**src/rtl/uart_rx_pkg.sv**
```systemverilog
// uart_rx_pkg: shared types and constants for the UART Rx deserializer.
//   state_e       - deserializer FSM states
//   PAR_EVEN/ODD  - encodings of cfg_par_type
//   MIN_DATA_LEN  - shortest legal frame
//   clamp_len()   - maps a requested data length onto the legal range
package uart_rx_pkg;

   typedef enum logic [1:0] {
      StIdle  = 2'd0,
      StShift = 2'd1,
      StDone  = 2'd2
   } state_e;

   localparam bit          PAR_EVEN     = 1'b0;
   localparam bit          PAR_ODD      = 1'b1;
   localparam int unsigned MIN_DATA_LEN = 5;

   // 0 or anything wider than the datapath means "full width"; short
   // requests are raised to the minimum frame length.
   function automatic int unsigned clamp_len(input int unsigned len,
                                             input int unsigned max_len);
      if (len == 0 || len > max_len) begin
         return max_len;
      end
      if (len < MIN_DATA_LEN) begin
         return MIN_DATA_LEN;
      end
      return len;
   endfunction

endpackage

```
**src/rtl/uart_rx_deser_gen_if.sv**
```systemverilog
// uart_rx_deser_gen_if: bundle between the Rx FSM/sampler and the deserializer.
//   frame_start/frame_abort/deser_en/sampled_bit/cfg_* : FSM -> deserializer
//   P_DATA/P_DATA_VLD/par_bit/busy                      : deserializer -> checkers
// master drives the control side, slave is the deserializer.
interface uart_rx_deser_gen_if #(
   parameter int unsigned DATA_WIDTH = 8
);
   localparam int unsigned LEN_W = $clog2(DATA_WIDTH + 1);

   logic                  frame_start;
   logic                  frame_abort;
   logic                  deser_en;
   logic                  sampled_bit;
   logic [LEN_W-1:0]      cfg_data_len;
   logic                  cfg_par_type;
   logic [DATA_WIDTH-1:0] P_DATA;
   logic                  P_DATA_VLD;
   logic                  par_bit;
   logic                  busy;

   modport master (
      output frame_start, frame_abort, deser_en, sampled_bit, cfg_data_len, cfg_par_type,
      input  P_DATA, P_DATA_VLD, par_bit, busy
   );

   modport slave (
      input  frame_start, frame_abort, deser_en, sampled_bit, cfg_data_len, cfg_par_type,
      output P_DATA, P_DATA_VLD, par_bit, busy
   );

endinterface

```
**src/rtl/uart_rx_par_acc.sv**
```systemverilog
// uart_rx_par_acc: running parity of the data bits of one frame.
//   clk_i, rst_i : clock, synchronous active-high reset
//   clr_i        : start of frame; clears the accumulator and latches type_i
//   en_i, bit_i  : fold bit_i into the accumulator
//   type_i       : parity type (PAR_EVEN/PAR_ODD), sampled on clr_i
//   par_o        : expected parity bit for the bits folded so far
module uart_rx_par_acc
   import uart_rx_pkg::*;
(
   input  logic clk_i,
   input  logic rst_i,
   input  logic clr_i,
   input  logic en_i,
   input  logic bit_i,
   input  logic type_i,
   output logic par_o
);

   logic acc_q;
   logic type_q;

   always_ff @(posedge clk_i) begin
      if (rst_i) begin
         acc_q  <= 1'b0;
         type_q <= PAR_EVEN;
      end else if (clr_i) begin
         acc_q  <= 1'b0;
         type_q <= type_i;
      end else if (en_i) begin
         acc_q  <= acc_q ^ bit_i;
      end
   end

   assign par_o = acc_q ^ (type_q == PAR_ODD);

endmodule

```
**src/rtl/uart_rx_deser_gen.sv**
```systemverilog
// uart_rx_deser_gen: assembles 5..DATA_WIDTH sampled bits into a parallel word.
//   CLK, RST : clock, synchronous active-high reset
//   bus      : uart_rx_deser_gen_if.slave
//              inputs  frame_start, frame_abort, deser_en, sampled_bit, cfg_data_len,
//                      cfg_par_type
//              outputs P_DATA (right-aligned word), P_DATA_VLD (1-cycle strobe),
//                      par_bit (expected parity), busy (SHIFT or DONE)
// MSB_FIRST = 0 places the first bit in P_DATA[0]; 1 places it in P_DATA[len-1].
module uart_rx_deser_gen
   import uart_rx_pkg::*;
#(
   parameter int unsigned DATA_WIDTH = 8,
   parameter bit          MSB_FIRST  = 1'b0
) (
   input  logic               CLK,
   input  logic               RST,
   uart_rx_deser_gen_if.slave bus
);

   localparam int unsigned LEN_W = $clog2(DATA_WIDTH + 1);

   state_e                state_q, state_d;
   logic [DATA_WIDTH-1:0] shreg_q, shreg_d;
   logic [DATA_WIDTH-1:0] p_data_q, p_data_d;
   logic [DATA_WIDTH-1:0] len_mask;
   logic [LEN_W-1:0]      cnt_q, cnt_d;
   logic [LEN_W-1:0]      len_q, len_d;
   logic                  vld_q, vld_d;
   logic                  par_bit_q, par_bit_d;
   logic                  restart;
   logic                  acc_en;
   logic                  acc_par;

   always_comb begin
      for (int unsigned i = 0; i < DATA_WIDTH; i++) begin
         len_mask[i] = (i < 32'(len_q));
      end
   end

   always_comb begin
      state_d   = state_q;
      shreg_d   = shreg_q;
      cnt_d     = cnt_q;
      len_d     = len_q;
      p_data_d  = p_data_q;
      vld_d     = 1'b0;
      par_bit_d = par_bit_q;
      restart   = 1'b0;
      acc_en    = 1'b0;

      case (state_q)
         StIdle: begin
            restart = bus.frame_start && !bus.frame_abort;
         end
         StShift: begin
            if (bus.frame_abort) begin
               state_d = StIdle;
            end else if (bus.frame_start) begin
               // Restart wins over a coincident data bit, which is dropped.
               restart = 1'b1;
            end else if (bus.deser_en) begin
               if (MSB_FIRST) begin
                  shreg_d = {shreg_q[DATA_WIDTH-2:0], bus.sampled_bit};
               end else begin
                  // Register is cleared at frame start, so OR-ing places the bit.
                  shreg_d = shreg_q | (DATA_WIDTH'(bus.sampled_bit) << cnt_q);
               end
               acc_en = 1'b1;
               cnt_d  = cnt_q + 1'b1;
               if (cnt_q == len_q - 1'b1) begin
                  state_d = StDone;
               end
            end
         end
         StDone: begin
            if (bus.frame_abort) begin
               state_d = StIdle;
            end else begin
               p_data_d  = shreg_q & len_mask;
               vld_d     = 1'b1;
               par_bit_d = acc_par;
               state_d   = StIdle;
               restart   = bus.frame_start;
            end
         end
         default: state_d = StIdle;
      endcase

      if (restart) begin
         shreg_d = '0;
         cnt_d   = '0;
         len_d   = LEN_W'(clamp_len(32'(bus.cfg_data_len), DATA_WIDTH));
         state_d = StShift;
      end
   end

   always_ff @(posedge CLK) begin
      if (RST) begin
         state_q   <= StIdle;
         shreg_q   <= '0;
         p_data_q  <= '0;
         cnt_q     <= '0;
         len_q     <= '0;
         vld_q     <= 1'b0;
         par_bit_q <= 1'b0;
      end else begin
         state_q   <= state_d;
         shreg_q   <= shreg_d;
         p_data_q  <= p_data_d;
         cnt_q     <= cnt_d;
         len_q     <= len_d;
         vld_q     <= vld_d;
         par_bit_q <= par_bit_d;
      end
   end

   uart_rx_par_acc u_par_acc (
      .clk_i  (CLK),
      .rst_i  (RST),
      .clr_i  (restart),
      .en_i   (acc_en),
      .bit_i  (bus.sampled_bit),
      .type_i (bus.cfg_par_type),
      .par_o  (acc_par)
   );

   assign bus.P_DATA     = p_data_q;
   assign bus.P_DATA_VLD = vld_q;
   assign bus.par_bit    = par_bit_q;
   assign bus.busy       = (state_q != StIdle);

endmodule
```
**src/flat_wrapper.sv**
```systemverilog
// flat-port wrapper written by rule: the top's interface ports become plain ports
module uart_rx_deser_gen_flat import uart_rx_pkg::*;
#(
   parameter int unsigned DATA_WIDTH = 8,
   parameter bit          MSB_FIRST  = 1'b0
)
  (CLK, RST, bus_frame_start, bus_frame_abort, bus_deser_en, bus_sampled_bit, bus_cfg_data_len, bus_cfg_par_type, bus_P_DATA, bus_P_DATA_VLD, bus_par_bit, bus_busy);
  uart_rx_deser_gen_if #(.DATA_WIDTH(DATA_WIDTH)) bus_i ();
  input  logic CLK;
  input  logic RST;
  input wire logic [$bits(bus_i.frame_start)-1:0] bus_frame_start;
  input wire logic [$bits(bus_i.frame_abort)-1:0] bus_frame_abort;
  input wire logic [$bits(bus_i.deser_en)-1:0] bus_deser_en;
  input wire logic [$bits(bus_i.sampled_bit)-1:0] bus_sampled_bit;
  input wire logic [$bits(bus_i.cfg_data_len)-1:0] bus_cfg_data_len;
  input wire logic [$bits(bus_i.cfg_par_type)-1:0] bus_cfg_par_type;
  output wire logic [$bits(bus_i.P_DATA)-1:0] bus_P_DATA;
  output wire logic [$bits(bus_i.P_DATA_VLD)-1:0] bus_P_DATA_VLD;
  output wire logic [$bits(bus_i.par_bit)-1:0] bus_par_bit;
  output wire logic [$bits(bus_i.busy)-1:0] bus_busy;
  assign bus_i.frame_start = bus_frame_start;
  assign bus_i.frame_abort = bus_frame_abort;
  assign bus_i.deser_en = bus_deser_en;
  assign bus_i.sampled_bit = bus_sampled_bit;
  assign bus_i.cfg_data_len = bus_cfg_data_len;
  assign bus_i.cfg_par_type = bus_cfg_par_type;
  assign bus_P_DATA = bus_i.P_DATA;
  assign bus_P_DATA_VLD = bus_i.P_DATA_VLD;
  assign bus_par_bit = bus_i.par_bit;
  assign bus_busy = bus_i.busy;
  uart_rx_deser_gen #(.DATA_WIDTH(DATA_WIDTH), .MSB_FIRST(MSB_FIRST)) u_core (.CLK(CLK), .RST(RST), .bus(bus_i));
endmodule
```
**config.mk**
```make
export PLATFORM = sky130hd
export DESIGN_NAME = uart_rx_deser_gen_flat
export DESIGN_NICKNAME = d
export VERILOG_FILES = /design/src/rtl/uart_rx_pkg.sv /design/src/rtl/uart_rx_deser_gen_if.sv /design/src/rtl/uart_rx_par_acc.sv /design/src/rtl/uart_rx_deser_gen.sv /design/src/flat_wrapper.sv
export SDC_FILE = /design/constraint.sdc
export NUM_CORES = 1
export LEC_CHECK = 0
export ABC_AREA = 1
export BUFFER_PORTS_ARGS = -buffer_cell sky130_fd_sc_hd__buf_2
export CAP_MARGIN = 20
export CORE_MARGIN = 5
export CORE_UTILIZATION = 30
export CTS_BUF_LIST = sky130_fd_sc_hd__clkbuf_8 sky130_fd_sc_hd__clkbuf_16
export DETAILED_ROUTE_END_ITERATION = 7
export SLEW_MARGIN = 25
export SYNTH_ARGS = -nofsm -noshare
export SYNTH_HDL_FRONTEND = slang
export SYNTH_HIERARCHICAL = 1
export SYNTH_SLANG_ARGS = --single-unit
```
**constraint.sdc**
```tcl
create_clock -name CLK -period 2.1 [get_ports CLK]
set_clock_uncertainty 0.05 [all_clocks]
set_input_delay 0.21 -clock CLK [delete_from_list [all_inputs] [get_ports CLK]]
set_output_delay 0.21 -clock CLK [all_outputs]
set_load 0.02 [all_outputs]
```
==> summary.md, run 1 <==
| Metric | Value |
|---|---|
| Post-synthesis mux area share | 0 |
| Layout cells sized above 1 | 0.207 |
| Reg clk slew, reported paths | 0.06 ns |
| Detailed placement HPWL | 2.68 mm |
| Diode count | 0 |
| Worst-path maximum fanout | 15 |
| Register-to-register setup slack | 0.43 ns |
| Complex-gate fraction of the synthesized area | 0.174 |
| Die area | 0.00662 mm^2 |
| Final setup vio count | 0 |
| Top cells by count, synth | nand2_1 (39), dfxtp_1 (30), nor2_1 (27) |
| Starting DRT DRC Count | 108 |
| Final Max Tran Viols | 0 |
| # DRC | 0 |
| Vias in the first global route | 1,270 |
| Most frequent cell after synthesis | nand2_1 |
| RSZ-0062 raised after global routing | false |
| Port Buffers | 21 |
| First-pass GRT wire length | 5.96 mm |
| Largest net degree at the start of global routing | 16 |
| Required @ worst endpoint | 2.21 ns |
| TNS Setup | 0 ns |
| Root Buffer | clkbuf_8 |
| Gate Count Post-Synth | 207 |
| Startpoint Class | register |
| Hold/Removal Path Class | input port to register |
| Tot GR Track Use | 0.120 |
| Fmax | 598 MHz |
| Arr. time, crit path | 1.78 ns |
| CTS tree | yes |
| Top-area cell type share of the netlist area | 0.393 |
| Status | finished clean |
| DRT Pass-1 Iters | 4 |
| Synth area leaders | dfxtp_1 (39%), nand2_1 (9.6%), ha_1 (7.4%), nor2_1 (6.6%), inv_1 (5.4%) |
| Power Density | 637 mW/mm^2 |
| GRT Residual Overflow | 0 |
| Synth area leader | dfxtp_1 |
| I/O pin total | 22 |
| Main combinational cell family by area after synthesis | simple AND/OR/NAND/NOR gates |
| Clock buffer depth | 2 |
| Initial antenna violation count | 0 |
| Final Hold Viols | 0 |
| Num rows | 26 |
| Post-CTS sizing | 0 |
| Crit path launch | u_core/state_q[0] |
| Fin crit share | 0.796 |
| Max cap viols | 0 |
| CTS HTree Levels | 2 |
| WS Path Type | register to register |
| Starting Density | 0.303 |
| Later-pin clock latency in the skew report | 0.28 ns |
| CP endpoint kind | register |
| Antenna Nets Post-Route | 0 |
| Mapped Nets | 227 |
| Vias/cell | 4.53 |
| Core area | 0.00504 mm^2 |
| Peak VDD IR | 0.000239 V |
| Worst slew pin tran | 0.306 ns |
| Simple-gate share of the synthesized area | 0.263 |
| Post-Synth XOR/XNOR Area | 0.0115 |
| Warnings from Yosys | 6 |
| Final net count | 253 |
| WHS | 0.153 ns |
| Fill cell count | 545 |
| DR WL/cell | 11.7 um |
| Die width | 81.4 um |
| #FFs+latches synth | 30 |
| Total CTS buffers | 5 |
| LEAKAGE | 0.799 nW |
| RR Startpoint | u_core/state_q[0] |
| CTS Hold Bufs | 0 |
| Postcts setup bufs | 0 |
| EDFF count, synth | 0 |
| Min Tclk post-route | 1.67 ns |
| Synth cell types | 27 |
| Num Clock Sinks | 30 |
| Register area share after synthesis | 0.393 |
| Area of the multi-input gates | 798 um^2 |
| Final GP Congestion | 0.811 |
| P&R area growth vs syn | 17.2% |
| Share of flip-flops with an asynchronous set or reset | 0 |
| WL final | 3.53 mm |
| Cell Area, Synth | 0.00153 mm^2 |
| Syn Area/Cell | 7.38 um^2 |
| Register area | 601 um^2 |
| Area share of fa/ha/maj cells after synthesis | 0.0737 |
| DR vias | 1,368 |
| Die Ht | 81.4 um |
| Hold wc startpoint | bus_cfg_par_type |
| Slew HR | 0.796 |
| Synth Flop Type | dfxtp_1 |
-- routing by layer --
metal	GRT usage	routed length, um	vias up
met3	0.0432	169	4
met1	0.154	1750	615
met5	0	0	-
met4	0.0304	38	0
li1	-	-	726
met2	0.188	1570	23
-- critical path: stages, from the launching register on --
cell and delay [ns]:
dfxtp_1 0.38, inv_1 0.08, ha_1 0.27, nor2_1 0.04
nor2_1 0.12, nand2_2 0.09, inv_2 0.13, nor2_2 0.06
inv_2 0.24, o21ai_1 0.10
-- kinds of logic (layout without fill, tap and decap cells) --
group / Yosys count / count (layout)
AND/OR/NAND/NOR: 87 / 87
AO/OA/AOI/OAI: 47 / 47
buffers and inverters: 32 / 57
flip-flops: 30 / 30
adder cells (fa/ha/maj): 9 / 9
XOR/XNOR: 2 / 2
-- cells in the final DEF (no fill, tap or decap), types with 6 or more instances in the layout --
cell type	instances
a21oi_1	14
buf_2	21
clkbuf_8	6
dfxtp_1	30
ha_1	9
inv_1	22
inv_2	7
nand2_1	39
nand3_1	6
nor2_1	27
o21ai_0	13
o21ai_1	7
-- sequential cells by signal, indices dropped and copies added (netlist names) --
register and count:
u_core/bus.P_DATA 8, u_core/bus.P_DATA_VLD 1, u_core/bus.par_bit 1, u_core/cnt_q 4, u_core/len_q 4, u_core/shreg_q 8, u_core/state_q 2, u_core/u_par_acc/acc_q 1
u_core/u_par_acc/type_q 1
-- layout make-up --
cell class,instances,share of cell area
multi-input combinational,145,0.446
sequential,30,0.335
timing repair buffer,22,0.0629
inverter,29,0.0608
tap,70,0.0489
clock buffer,6,0.0461
-- per-stage QoR --
stage / std cells / total power, mW / instance area (um^2) / setup WS (ns) / utilization
after floorplan: 207 / 0.671 / 1530 / 0.647 / -
after global placement: 296 / 0.704 / 1710 / 0.449 / 0.339
after detailed placement: 296 / 0.705 / 1710 / 0.412 / 0.339
after CTS: 302 / 1.15 / 1790 / 0.415 / 0.355
after global routing: 302 / 1.19 / 1790 / 0.265 / 0.355
final: 302 / 1.14 / 1790 / 0.428 / 0.355
-- report_power, final --
| part | total, mW | leakage (nW) | switching [mW] | internal, mW |
|---|---|---|---|---|
| logic | 0.108 | 0.514 | 0.0729 | 0.0351 |
| registers | 0.585 | 0.242 | 0.00867 | 0.576 |
| clock network | 0.448 | 0.0431 | 0.196 | 0.252 |
| total | 1.14 | 0.799 | 0.278 | 0.863 |
-- path summary, 6_finish.rpt --
path,endpoint,cells past startpoint
hold reg to reg,u_core/shreg_q[4],2
hold / removal,u_core/u_par_acc/type_q,3
setup / recovery,u_core/len_q[1],9
setup reg to reg,u_core/len_q[1],9
Note: power is estimated with default switching activity, not from simulation.
==> run 2, diff against run 1 <==
==> constraint.sdc (replaced) <==
create_clock -name CLK -period 1.7 [get_ports CLK]
set_clock_uncertainty 0.05 [all_clocks]
set_input_delay 0.17 -clock CLK [delete_from_list [all_inputs] [get_ports CLK]]
set_output_delay 0.17 -clock CLK [all_outputs]
set_load 0.02 [all_outputs]
==> run 2 against run 1 <==
Net effect:
- worst setup slack worse by 0.26 ns
- highest routed layer unchanged
- critical path depth unchanged
- critical endpoint is now u_core/cnt_q[1]
- worst hold slack worse by 0.053 ns
- global-route usage down 0.34 points
- final cell count up 1.3%
- sequential share of layout area down 0.55 points
- utilization up 0.82 points
- largest power group unchanged
- sequential power up 23%
- power up 28%
- fmax up 9.2%
==> summary.md, run 2 (same netlist as run 1, synthesis figures left out) <==
| Metric | Value |
|---|---|
| Die area | 0.00662 mm^2 (unchanged) |
| P&R area growth vs syn | 19.9% |
| CTS tree | yes |
| Reg clk slew, reported paths | 0.07 ns (about the same) |
| Core area | 0.00504 mm^2 (unchanged) |
| WL final | 3.45 mm (-2.4%) |
| Placed Instances | 298 (+0.68%) |
| Max cap viols | 0 (unchanged) |
| Startpoint Class | register |
| Power Density | 798 mW/mm^2 (+25%) |
| Final setup vio count | 0 (unchanged) |
| Final Max Tran Viols | 0 (unchanged) |
| Clock buffer depth | 2 (unchanged) |
| Required @ worst endpoint | 1.84 ns (-0.37 ns) |
| Starting Density | 0.303 (unchanged) |
| Most common cell after layout, fill and taps aside | nand2_1 |
| Slew HR | 0.802 (+0.00630) |
| First-pass GRT wire length | 5.76 mm (-3.4%) |
| Max stage delay on crit path | 0.36 ns (-0.02 ns) |
| Status | finished clean |
| DRT Pass-1 Iters | 4 (unchanged) |
| Min Tclk post-route | 1.53 ns (-0.141 ns) |
| RR Startpoint | u_core/state_q[0] |
| Final Hold Viols | 0 (unchanged) |
| DP Area | 0.00172 mm^2 (+0.88%) |
| Initial antenna violation count | 0 (unchanged) |
| Die width | 81.4 um (unchanged) |
| Leading cell types in the layout, fill and taps excluded | nand2_1 (39), dfxtp_1 (27), nor2_1 (26) |
| Arr. time, crit path | 1.67 ns (-0.11 ns) |
| Register-to-register setup slack | 0.17 ns (-0.26 ns) |
| Hold/Removal Path Class | input port to register |
| Tot GR Track Use | 0.116 (-0.00344) |
| Num rows | 26 (unchanged) |
| Most used cell, CP | nor2_1 |
| Largest net degree at the start of global routing | 16 (unchanged) |
| Power, Total | 1.46 mW (+28%) |
| Final GP Congestion | 0.847 (+4.4%) |
| RSZ-0062 raised after global routing | false |
| Post-Layout Inst Area | 0.00183 mm^2 (+2.3%) |
| Hold Path Depth | 3 (unchanged) |
| TNS Setup | 0 ns (unchanged) |
| Later-pin clock latency in the skew report | 0.28 ns (about the same) |
| I/O pin total | 22 (unchanged) |
| Postcts setup bufs | 0 (unchanged) |
| WS Path Type | register to register |
| Root Buffer | clkbuf_8 |
| Final net count | 255 (+0.79%) |
| CP endpoint kind | register |
| DR vias | 1,371 (+0.22%) |
| Fmax | 653 MHz (+9.2%) |
| Vias/cell | 4.48 (-1.1%) |
| DR WL/cell | 11.3 um (-3.6%) |
| Die Ht | 81.4 um (unchanged) |
| Hold wc startpoint | bus_cfg_par_type |
| Worst-path maximum fanout | 15 (unchanged) |
| Fin crit share | 0.901 (+0.104) |
| Critical path's slowest cell | dfxtp_2 |
| Worst R2R End | u_core/cnt_q[1] |
| CTS HTree Levels | 2 (unchanged) |
| Port Buffers | 21 (unchanged) |
| Vias in the first global route | 1,255 (-1.2%) |
| Crit-path cells | inv_1, ha_1, nor2_1, nor2_1, nand2_2, inv_2, nor2_4, inv_4, a211oi_1 |
| Diode count | 0 (unchanged) |
| Starting DRT DRC Count | 86 (-20%) |
| Peak VDD IR | 0.000307 V (+29%) |
| Antenna Nets Post-Route | 0 (unchanged) |
| Total CTS buffers | 5 (unchanged) |
| GRT Residual Overflow | 0 (unchanged) |
| Num Clock Sinks | 30 (unchanged) |
| Detailed placement HPWL | 2.68 mm (about the same) |
| Worst slew pin tran | 0.297 ns (-0.00941 ns) |
| Hold EP | u_core/u_par_acc/type_q |
| Final cell count without fillers | 306 (+1.3%) |
| R2R cell count | 9 (unchanged) |
| LEAKAGE | 0.815 nW (+2.0%) |
| # DRC | 0 (unchanged) |
| Layout cells sized above 1 | 0.237 (+0.0304) |
run 2: changes by cell type in the layout (fill, tap and decap cells not counted), sizes merged:
cell | previous run | this run
clkinv | 0 | 1
buf | 22 | 24
clkinvlp | 0 | 1
run 2: critical path: cells and delay by family (launching register included):
kind | cells | cell delay (ns)
adders and majority gates | 1 | 0.28
buffers and inverters | 3 | 0.24
DFF | 1 | 0.36
AOI/OAI and AO/OA | 1 | 0.17
and+or+nand+nor | 4 | 0.34
run 2: where the power goes:
group	switching (mW)	internal, mW	total (mW)
clock	0.277	0.325	0.601
sequential	0.00970	0.712	0.721
combinational	0.0922	0.0470	0.139
total	0.378	1.08	1.46
run 2: what timing repair did:
item,CTS,global route
hold buffers,0,0
gates resized for setup,0,7
endpoints found under the setup margin,0,16
run 2: metrics by stage:
stage	worst slack [ns]	hold slack, ns	util
2_1_floorplan	0.247	0.182	-
3_3_place_gp	0.0894	0.398	0.342
3_5_place_dp	0.0700	0.393	0.342
4_1_cts	0.0414	0.0935	0.361
5_1_grt	0.00644	0.104	0.363
6_report	0.169	0.0993	0.363
run 2: worst max-delay path by stage:
| stage | to | start | cells past startpoint | slack, ns |
|---|---|---|---|---|
| finish | u_core/cnt_q[1] | u_core/state_q[0] | 9 | 0.17 |
| detailed placement | u_core/shreg_q[1] | u_core/state_q[0] | 9 | 0.07 |
| global route | u_core/state_q[0] | u_core/len_q[1] | 11 | 0.006 |
| floorplan | u_core/cnt_q[3] | u_core/state_q[0] | 10 | 0.25 |
| global placement | u_core/len_q[0] | u_core/state_q[0] | 9 | 0.09 |
| CTS | u_core/shreg_q[1] | u_core/state_q[0] | 9 | 0.04 |
run 2: area by class of cell:
cell class              count  area [um^2]
well taps                  70         87.6
repair buffers             24          128
clock buffers               6         82.6
multi-input cells         145          806
clock inverters             2         12.5
fillers                   526         3210
flip-flops and latches     30          604
inverters                  29          111
run 2: routing by layer:
metal	global-route usage	part of all wire	up-vias
li1	-	-	733
met1	0.155	0.50	595
met2	0.176	0.43	36
met3	0.0333	0.051	7
met4	0.0456	0.015	0
met5	0	0	-
==> run 3, diff against run 2 <==
--- a/config.mk
+++ b/config.mk
@@ -5,7 +5,6 @@
 export SDC_FILE = /design/constraint.sdc
 export NUM_CORES = 1
 export LEC_CHECK = 0
-export ABC_AREA = 1
 export BUFFER_PORTS_ARGS = -buffer_cell sky130_fd_sc_hd__buf_2
 export CAP_MARGIN = 20
 export CORE_MARGIN = 5
==> run 3 against run 2 <==
Net effect:
- the flow now finishes with violations (negative setup slack)
- sequential share of layout area fell by 0.64 points
- worst hold slack got worse by 0.0078 ns
- final cell count fell by 17%
- worst setup slack got worse by 0.22 ns
- highest routed layer unchanged
==> summary.md, run 3 <==
| Metric | Value |
|---|---|
| Reg clk slew, reported paths | 0.06 ns (about the same) |
| Gate Count Post-Synth | 164 (-21%) |
| Most frequent cell after synthesis | dfxtp_1 |
| Util after Layout | 0.397 (+0.0341) |
| Die width | 79.3 um (-2.6%) |
| Cell Area, Synth | 0.00144 mm^2 (-5.8%) |
| Core area | 0.00469 mm^2 (-6.9%) |
| P&R area growth vs syn | 29.6% |
| Status | complete, but fails checks |
| Tot GR Track Use | 0.110 (-0.00603) |
| LEAKAGE | 0.791 nW (-3.0%) |
| Die Ht | 79.3 um (-2.6%) |
| CP endpoint kind | register |
| Worst-path maximum fanout | 4 (-11) |
| Mapped Nets | 184 (-19%) |
| Final net count | 219 (-14%) |
| Synth area leaders | dfxtp_1 (42%), ha_1 (7.8%), a21oi_1 (6.3%), nor2_1 (5.2%), nand2_1 (3.9%) |
| Register-to-register setup slack | -0.05 ns (-0.22 ns) |
| Crit-path cells | inv_2, ha_4, nor2_2, or3_4, or3_4, nor3b_2 |
| Synth cell types | 37 (+37%) |
| # DRC | 0 (unchanged) |
| Largest delay share family, worst path | simple AND/OR/NAND/NOR gates |
| Starting DRT DRC Count | 69 (-20%) |
| DRT Pass-1 Iters | 4 (unchanged) |
| Most used cell, CP | or3_4 |
| Post-Layout Inst Area | 0.00186 mm^2 (+1.8%) |
| Share of flip-flops with an asynchronous set or reset | 0 (unchanged) |
| WL final | 3.21 mm (-6.8%) |
| WHS | 0.0915 ns (-0.00781 ns) |
| Clock buffer depth | 2 (unchanged) |
| Fin worst setup slack | -0.0540 ns (-0.223 ns) |
| Peak VDD IR | 0.000477 V (+55%) |
| Final Max Tran Viols | 0 (unchanged) |
| Initial antenna violation count | 0 (unchanged) |
| Hold Path Depth | 3 (unchanged) |
| Worst slew pin tran | 0.353 ns (+0.0561 ns) |
| Register area share after synthesis | 0.417 (+0.0243) |
| Detailed placement HPWL | 2.39 mm (-11%) |
| RSZ-0062 raised after global routing | true |
| Failing checks | negative setup slack |
| Top-area cell type share of the netlist area | 0.417 (+0.0243) |
| Num rows | 25 (-3.8%) |
| Hold/Removal Path Class | input port to register |
| Max cap viols | 0 (unchanged) |
| WS Path Type | register to register |
| Fmax | 570 MHz (-13%) |
| Slew HR | 0.762 (-0.0396) |
| CTS Hold Bufs | 0 (unchanged) |
| Final setup vio count | 16 (+16) |
| Later-pin clock latency in the skew report | 0.27 ns (about the same) |
| DR vias | 1,203 (-12%) |
| Layout cells sized above 1 | 0.345 (+0.108) |
| Max stage delay on crit path | 0.38 ns (+0.02 ns) |
| Required @ worst endpoint | 1.80 ns (-0.04 ns) |
| Vias/cell | 4.74 (+5.7%) |
| CP bufs+invs | 1 (-2) |
| CTS HTree Levels | 2 (unchanged) |
| Startpoint Class | register |
| Diode count | 0 (unchanged) |
| Num Clock Sinks | 30 (unchanged) |
| GRT Residual Overflow | 0 (unchanged) |
| R2R cell count | 6 (-3) |
| Fin crit share | 1.03 (+0.131) |
| Arr. time, crit path | 1.85 ns (+0.18 ns) |
| Largest net degree at the start of global routing | 19 (+3) |
| Most common cell after layout, fill and taps aside | dfxtp_1 |
| Placed Instances | 245 (-18%) |
| Vias in the first global route | 1,196 (-4.7%) |
| Hold EP | u_core/u_par_acc/type_q |
| EDFF count, synth | 0 (unchanged) |
| Die area | 0.00628 mm^2 (-5.1%) |
| Final Hold Viols | 0 (unchanged) |
| Total CTS buffers | 5 (unchanged) |
| DR WL/cell | 12.6 um (+12%) |
| Port Buffers | 21 (unchanged) |
| Syn Area/Cell | 8.77 um^2 (+19%) |
| Starting Density | 0.307 (+0.00369) |
| DP Area | 0.00171 mm^2 (-0.94%) |
| Place WS | -0.0340 ns (-0.104 ns) |
| Power Density | 783 mW/mm^2 (-1.9%) |
| First-pass GRT wire length | 5.40 mm (-6.2%) |
| Final cell count without fillers | 254 (-17%) |
| Worst R2R End | u_core/len_q[3] |
| Top cells by count, synth | dfxtp_1 (30), nor2_1 (20), a21oi_1 (18) |
| CTS tree | yes |
| Synth area leader | dfxtp_1 |
| Hold wc startpoint | bus_cfg_par_type |
| Critical path's slowest cell | or3_4 |
| Min Tclk post-route | 1.75 ns (+0.223 ns) |
| #FFs+latches synth | 30 (unchanged) |
| Final GP Congestion | 0.835 (-1.4%) |
| Root Buffer | clkbuf_8 |
| Leading cell types in the layout, fill and taps excluded | dfxtp_1 (28), buf_2 (21), a21oi_1 (17) |
| Synth Flop Type | dfxtp_1 |
| RR Startpoint | u_core/state_q[0] |
| Warnings from Yosys | 6 (unchanged) |
| Antenna Nets Post-Route | 0 (unchanged) |
| I/O pin total | 22 (unchanged) |
run 3: final cells by class:
cell class | instances | area [um^2]
clock buffers | 6 | 82.6
clock inverters | 2 | 12.5
fillers | 485 | 2830
inverters | 6 | 22.5
multi-input cells | 118 | 832
flip-flops and latches | 30 | 603
well taps | 54 | 67.6
repair buffers | 38 | 244
run 3: layer usage:
layer  vias up  global-route usage  share of wire
met1       554               0.140           0.48
met5         -                   0              0
li1        621                   -              -
met2        25               0.184           0.47
met4         0              0.0258         0.0056
met3         3              0.0317          0.046
run 3: how the worst max path moves through the flow:
stage,from,end,cells past startpoint
2_1_floorplan,u_core/state_q[0],u_core/len_q[3],7
3_3_place_gp,u_core/state_q[0],u_core/shreg_q[1],8
3_5_place_dp,u_core/state_q[0],u_core/u_par_acc/type_q,8
4_1_cts,u_core/state_q[0],u_core/len_q[3],6
5_1_grt,u_core/state_q[0],u_core/len_q[3],6
6_report,u_core/state_q[0],u_core/len_q[3],6
run 3: cells by family after synthesis:
| logic type | synth area share |
|---|---|
| buffers and inverters | 0.0470 |
| muxes | 0.0217 |
| xor gates and xnor gates | 0.0713 |
| and+or+nand+nor | 0.229 |
| AOI/OAI and AO/OA | 0.136 |
| DFF | 0.417 |
| adders and majority gates | 0.0783 |
run 3: report_power, final:
part           total [mW]  switching, mW  internal [mW]  leakage (nW)
Combinational       0.154         0.0781         0.0760         0.500
Sequential          0.722         0.0103          0.711         0.243
Clock               0.584          0.260          0.325        0.0472
run 3: what timing repair did:
action                     in CTS  in global routing
pin swaps                       1                  4
buffers inserted                1                  0
resized for setup               5                 11
hold endpoints to repair        0                  0
setup endpoints to repair      13                 19
run 3: stage by stage:
step | TNS (ns) | power (mW)
after global placement | -0.190 | 0.874
after global routing | -1.24 | 1.53
after floorplan | -0.0829 | 0.818
after detailed placement | -0.175 | 0.875
final | -0.259 | 1.46
after CTS | -0.0263 | 1.47
run 3: worst min-delay path, cell delays in order:
cell     delay, ns
buf_2         0.07
mux2i_1       0.05
nor2_1        0.07
